==> src/rtl/elastic_pipe_chain.sv <==
// Parametrised valid/ready register chain with global freeze, per-slot flush,
// occupancy tracking and a saturating count of flushed (killed) entries.
module elastic_pipe_chain #(
  parameter int unsigned DATA_W = 32,
  parameter int unsigned STAGES = 4,
  parameter int unsigned CNT_W  = 16,
  localparam int unsigned OCC_W = $clog2(STAGES + 1)
) (
  input  logic              clk,
  input  logic              rst,
  input  logic              in_valid,
  input  logic [DATA_W-1:0] in_data,
  output logic              in_ready,
  output logic              out_valid,
  output logic [DATA_W-1:0] out_data,
  input  logic              out_ready,
  input  logic              freeze,
  input  logic [STAGES-1:0] flush_mask,
  input  logic              flush_in,
  output logic [OCC_W-1:0]  occupancy,
  output logic [CNT_W-1:0]  kill_count
);

  localparam int unsigned KW = CNT_W + 5;

  logic [STAGES-1:0] valid_q, valid_d;
  logic [DATA_W-1:0] data_q [STAGES];
  logic [DATA_W-1:0] data_d [STAGES];
  logic [OCC_W-1:0]  occ_q, occ_d;
  logic [CNT_W-1:0]  kill_q, kill_d;
  logic [STAGES-1:0] adv;
  logic [STAGES:0]   src_valid;
  logic [DATA_W-1:0] src_data [STAGES+1];
  logic [4:0]        kills;
  logic [KW-1:0]     kill_sum;

  // Source of slot i is index i: index 0 is the producer, index i+1 is slot i.
  assign src_valid = {valid_q, in_valid & ~flush_in};

  always_comb begin
    src_data[0] = in_data;
    for (int unsigned i = 0; i < STAGES; i++) begin
      src_data[i+1] = data_q[i];
    end
  end

  // Ripple from the output end; a local carry avoids a self-referencing vector.
  always_comb begin
    logic carry;
    adv   = '0;
    carry = out_ready | ~valid_q[STAGES-1];
    adv[STAGES-1] = carry;
    for (int unsigned k = 1; k < STAGES; k++) begin
      carry = carry | ~valid_q[STAGES-1-k];
      adv[STAGES-1-k] = carry;
    end
  end

  assign in_ready   = adv[0] & ~freeze;
  assign out_valid  = valid_q[STAGES-1] & ~freeze;
  assign out_data   = data_q[STAGES-1];
  assign occupancy  = occ_q;
  assign kill_count = kill_q;

  always_comb begin
    logic killed;
    valid_d = '0;
    data_d  = data_q;
    kills   = '0;
    killed  = 1'b0;
    for (int unsigned i = 0; i < STAGES; i++) begin
      // A held slot that is flushed loses its own entry; a loading slot that is
      // flushed loses whatever arrives. Departing entries are judged downstream.
      if (freeze || !adv[i]) begin
        valid_d[i] = valid_q[i] & ~flush_mask[i];
        killed     = valid_q[i] & flush_mask[i];
      end else begin
        valid_d[i] = src_valid[i] & ~flush_mask[i];
        data_d[i]  = src_data[i];
        killed     = src_valid[i] & flush_mask[i];
      end
      kills = kills + 5'(killed);
    end
  end

  always_comb begin
    occ_d = '0;
    for (int unsigned i = 0; i < STAGES; i++) begin
      occ_d = occ_d + OCC_W'(valid_d[i]);
    end
  end

  assign kill_sum = KW'(kill_q) + KW'(kills);
  assign kill_d   = (kill_sum > KW'({CNT_W{1'b1}})) ? '1 : kill_sum[CNT_W-1:0];

  always_ff @(posedge clk) begin
    if (!rst) begin
      valid_q <= '0;
      data_q  <= '{default: '0};
      occ_q   <= '0;
      kill_q  <= '0;
    end else begin
      valid_q <= valid_d;
      data_q  <= data_d;
      occ_q   <= occ_d;
      kill_q  <= kill_d;
    end
  end

endmodule

==> config.mk <==
export PLATFORM = sky130hd
export DESIGN_NAME = elastic_pipe_chain
export DESIGN_NICKNAME = d
export VERILOG_FILES = /design/src/rtl/elastic_pipe_chain.sv
export SDC_FILE = /design/constraint.sdc
export NUM_CORES = 1
export LEC_CHECK = 0
export ABC_AREA = 1
export CAP_MARGIN = 20
export CORE_ASPECT_RATIO = 0.8
export CORE_MARGIN = 2
export CORE_UTILIZATION = 48
export CTS_CLUSTER_SIZE = 16
export DETAILED_ROUTE_END_ITERATION = 12
export PLACE_DENSITY = 0.75
export REMOVE_ABC_BUFFERS = 1
export SETUP_SLACK_MARGIN = 0.2
export SYNTH_ARGS = -nofsm -noshare
export SYNTH_HDL_FRONTEND = slang
export SYNTH_SLANG_ARGS = --single-unit
==> constraint.sdc <==
create_clock -name clk -period 2.8 [get_ports clk]
set_input_delay 0.42 -clock clk [delete_from_list [all_inputs] [get_ports clk]]
set_output_delay 0.42 -clock clk [all_outputs]
set_load 0.1 [all_outputs]
==> impl_metrics.toml <==
[layout]
final_layout_size_suffix_gt1_share_pct = 16.6
nets = 918
final_common_cell = "nor2_1"
fillCellCount = 1053
synthToLayoutAreaGrowth_pct = 25.6
stdcell_count = 1053
mostFrequentLayoutCells = "nor2_1 (210), dfxtp_1 (149), nand2_1 (106)"
antennaDiodeCount = 0
final_util_pct = 62.1

[setup_path]
cp-start-kind = "primary input"
r2r_setup_slack_ns = 0.10
critPathKind = "primary input to flip-flop"
worstPathRequired_ns = 3.13
reg2regPathDepth = 15
crit_chain = "dlygate4sd2_1 -> buf_4 -> o21ai_4 -> o21bai_1 -> inv_1 -> nand2_2 -> fa_1 -> fa_2 -> inv_2 -> fa_2 -> nand2_4 -> nor2_4 -> buf_6 -> nand3_2 -> xor2_1 -> a21oi_1"
worstPathMaxFanout = 3
cp-end-kind = "flip-flop"
r2r_start = "valid_q[3]$_SDFF_PN0_"
critical_path_arrival_ns = 3.03
slowest_stage = "fa_1"
slowest_delay_ns = 0.48
r2r-end = "kill_count[12]$_SDFF_PN0_"
cpMostUsedCell = "fa_2"
critPathTopFamily = "adder cells"
crit_buf_inv = 5

[clocking]
clkSinkCount = 151
cts_root_buffer = "clkbuf_16"
clock_latency_ns = 0.41
postCtsHoldBufs = 0
clkTransAtPathRegs_ns = 0.07
numCtsBuffers = 17
clk_path_buf_depth = 2
cts_tree = "done"
htreeDepth = 4

[die]
die_w_um = 129
ios = 95
dieHeight_um = 104
dieArea_um2 = 13500
rows = 36
fp.coreArea_um2 = 12200
start_util_pct = 49.5

[sta]
finalHoldViolCount = 0
fmax_mhz = 369
slew_headroom_pct = 63.8
setup_viol_count_final = 0
rsz0062_at_grt = "true"
worst_pin_slew_ns = 0.539
period_share_pct = 96.7
period_minus_slack_ns = 2.71
slew_viol_final = 0
worst_clock_skew_ns = 0.0114
final.setup.tns_ns = 0

[power_and_ir_drop]
p_per_area_nw_per_um2 = 701
max-vdd-ir-drop_mv = 0.454
cellLeakagePower_nw = 3.40

[drt]
drc = 0
antenna_left = 0
first_pass_iters = 5
drt_wl_total_mm = 12.6
first_iter_violations = 369
wl_per_cell_um = 12.0
routed_via_density = 4.67
vias = 4915

[outcome]
status = "completed"

[yosys]
synth-async-reset-ratio_pct = 0
synth.area.mux_share_pct = 0
synth_edf_count = 0
syn-cell-area_um2 = 6040
synth_cell_type_count = 33
yosys.area_share.simple_pct = 22.7
synth_top_family_by_area = "simple AND/OR/NAND/NOR gates"
syn_inst = 797
synth_area_leaders = "dfxtp_1 (50%), nor2_1 (13%), o21ai_0 (8.1%)"
ys_ff_latch = 151
yosysSeqAreaShare_pct = 50.1
synth_ff_type = "dfxtp_1"
synthXorXnorAreaFrac_pct = 1.16
avgSynthCellArea_um2 = 7.58
synth-adder-area-share_pct = 1.95
ys_warn_count = 0
yosysTopAreaCell = "dfxtp_1"
yosysTopAreaCellShare_pct = 50.1
synth-compound-area-share_pct = 12.7

[global_routing]
grt-ovfl-total = 0
grt_pass1_vias = 4401
grt_pass1_wl_mm = 20.8
antenna_found_initial = 0
track_usage_pct = 19.2
grt_max_degree = 66

[min_path]
whs_endpoint = "occupancy[2]$_SDFF_PN0_"
min_path_cells = 3
hp-class = "primary input to flip-flop"
worstHoldStart = "rst"

[placed_design]
io_buffer_count = 94
dp_hpwl_mm = 7.77
gp_congestion = 0.802
dp_cells = 1010

[flow_run]
drv_cap = 0
cell families (layout without fill, tap and decap cells):
group / Yosys count / count (layout)
and+or+nand+nor: 343 / 343
DFF: 151 / 151
AOI/OAI and AO/OA: 150 / 150
buffers and inverters: 138 / 223
xor gates and xnor gates: 8 / 8
adders and majority gates: 7 / 7
through the flow:
stage	hold WS [ns]	power, mW	cell area (um^2)	setup slack, ns
after floorplan	0.429	2.84	5590	-1.21
after global placement	0.438	3.06	6810	-0.645
after detailed placement	0.443	3.07	6810	-0.658
after CTS	0.345	5.35	7510	0.109
after global routing	0.379	5.53	7590	-0.0495
final	0.358	5.32	7590	0.0929
layout make-up:
type                       instances  area (um^2)  area share, %
sequential                       151         3030           39.9
timing repair buffer             128         1110           14.7
inverter                          63          239           3.15
clock inverter                    14          165           2.18
clock buffer                      18          439           5.79
tap                              171          214           2.82
multi-input combinational        508         2390           31.5
layer usage:
layer	share of wire, %	vias up	GRT usage, %
li1	-	2608	-
met1	48	2185	27.1
met2	46	110	29.4
met5	0	-	0
met3	5.1	12	4.17
met4	1.1	0	6.22
worst max-delay path by stage:
stage,startpoint,to,slack [ns],cells after the start
after floorplan,out_ready,in_ready,-1.21,5
after global placement,out_ready,kill_count[9]$_SDFF_PN0_,-0.65,16
final,out_ready,kill_count[12]$_SDFF_PN0_,0.09,16
after global routing,valid_q[3]$_SDFF_PN0_,kill_count[12]$_SDFF_PN0_,-0.05,15
after CTS,valid_q[3]$_SDFF_PN0_,kill_count[12]$_SDFF_PN0_,0.11,15
after detailed placement,out_ready,kill_count[9]$_SDFF_PN0_,-0.66,16
synth_stat cells, drive strengths merged, types with 4 or more instances:
cell and n:
a21oi 47, clkbuf 22, nor2 212, fa 4, nand4 4, nand3 9
o21ai 99, dfxtp 151, xor2 5, nand2 112, buf 53, inv 62
what timing repair did:
action                                 CTS  global route
buffers inserted                         8             3
setup endpoints to repair               18            18
pin swaps                                7             9
resized for setup                       19            16
endpoints found under the hold margin    0             0
power by group:
group | internal [mW] | switching, mW
logic | 0.206 | 0.489
registers | 2.28 | 0.0545
clock network | 1.36 | 0.930
total | 3.85 | 1.47
registers in the layout (all words and copies together) (netlist names):
| signal | count |
|---|---|
| occupancy | 3 |
| out_data | 32 |
| data_q | 96 |
| valid_q | 4 |
| kill_count | 16 |
worst reg2reg max path, stage by stage, from the launching register on:
cell,delay [ns]
dfxtp_4,0.38
inv_4,0.04
o21ai_4,0.13
o21bai_1,0.10
inv_1,0.07
nand2_2,0.05
fa_1,0.48
fa_2,0.35
inv_2,0.07
fa_2,0.22
nand2_4,0.07
nor2_4,0.16
buf_6,0.13
nand3_2,0.07
xor2_1,0.16
a21oi_1,0.14
Note: power is estimated with default switching activity, not from simulation.
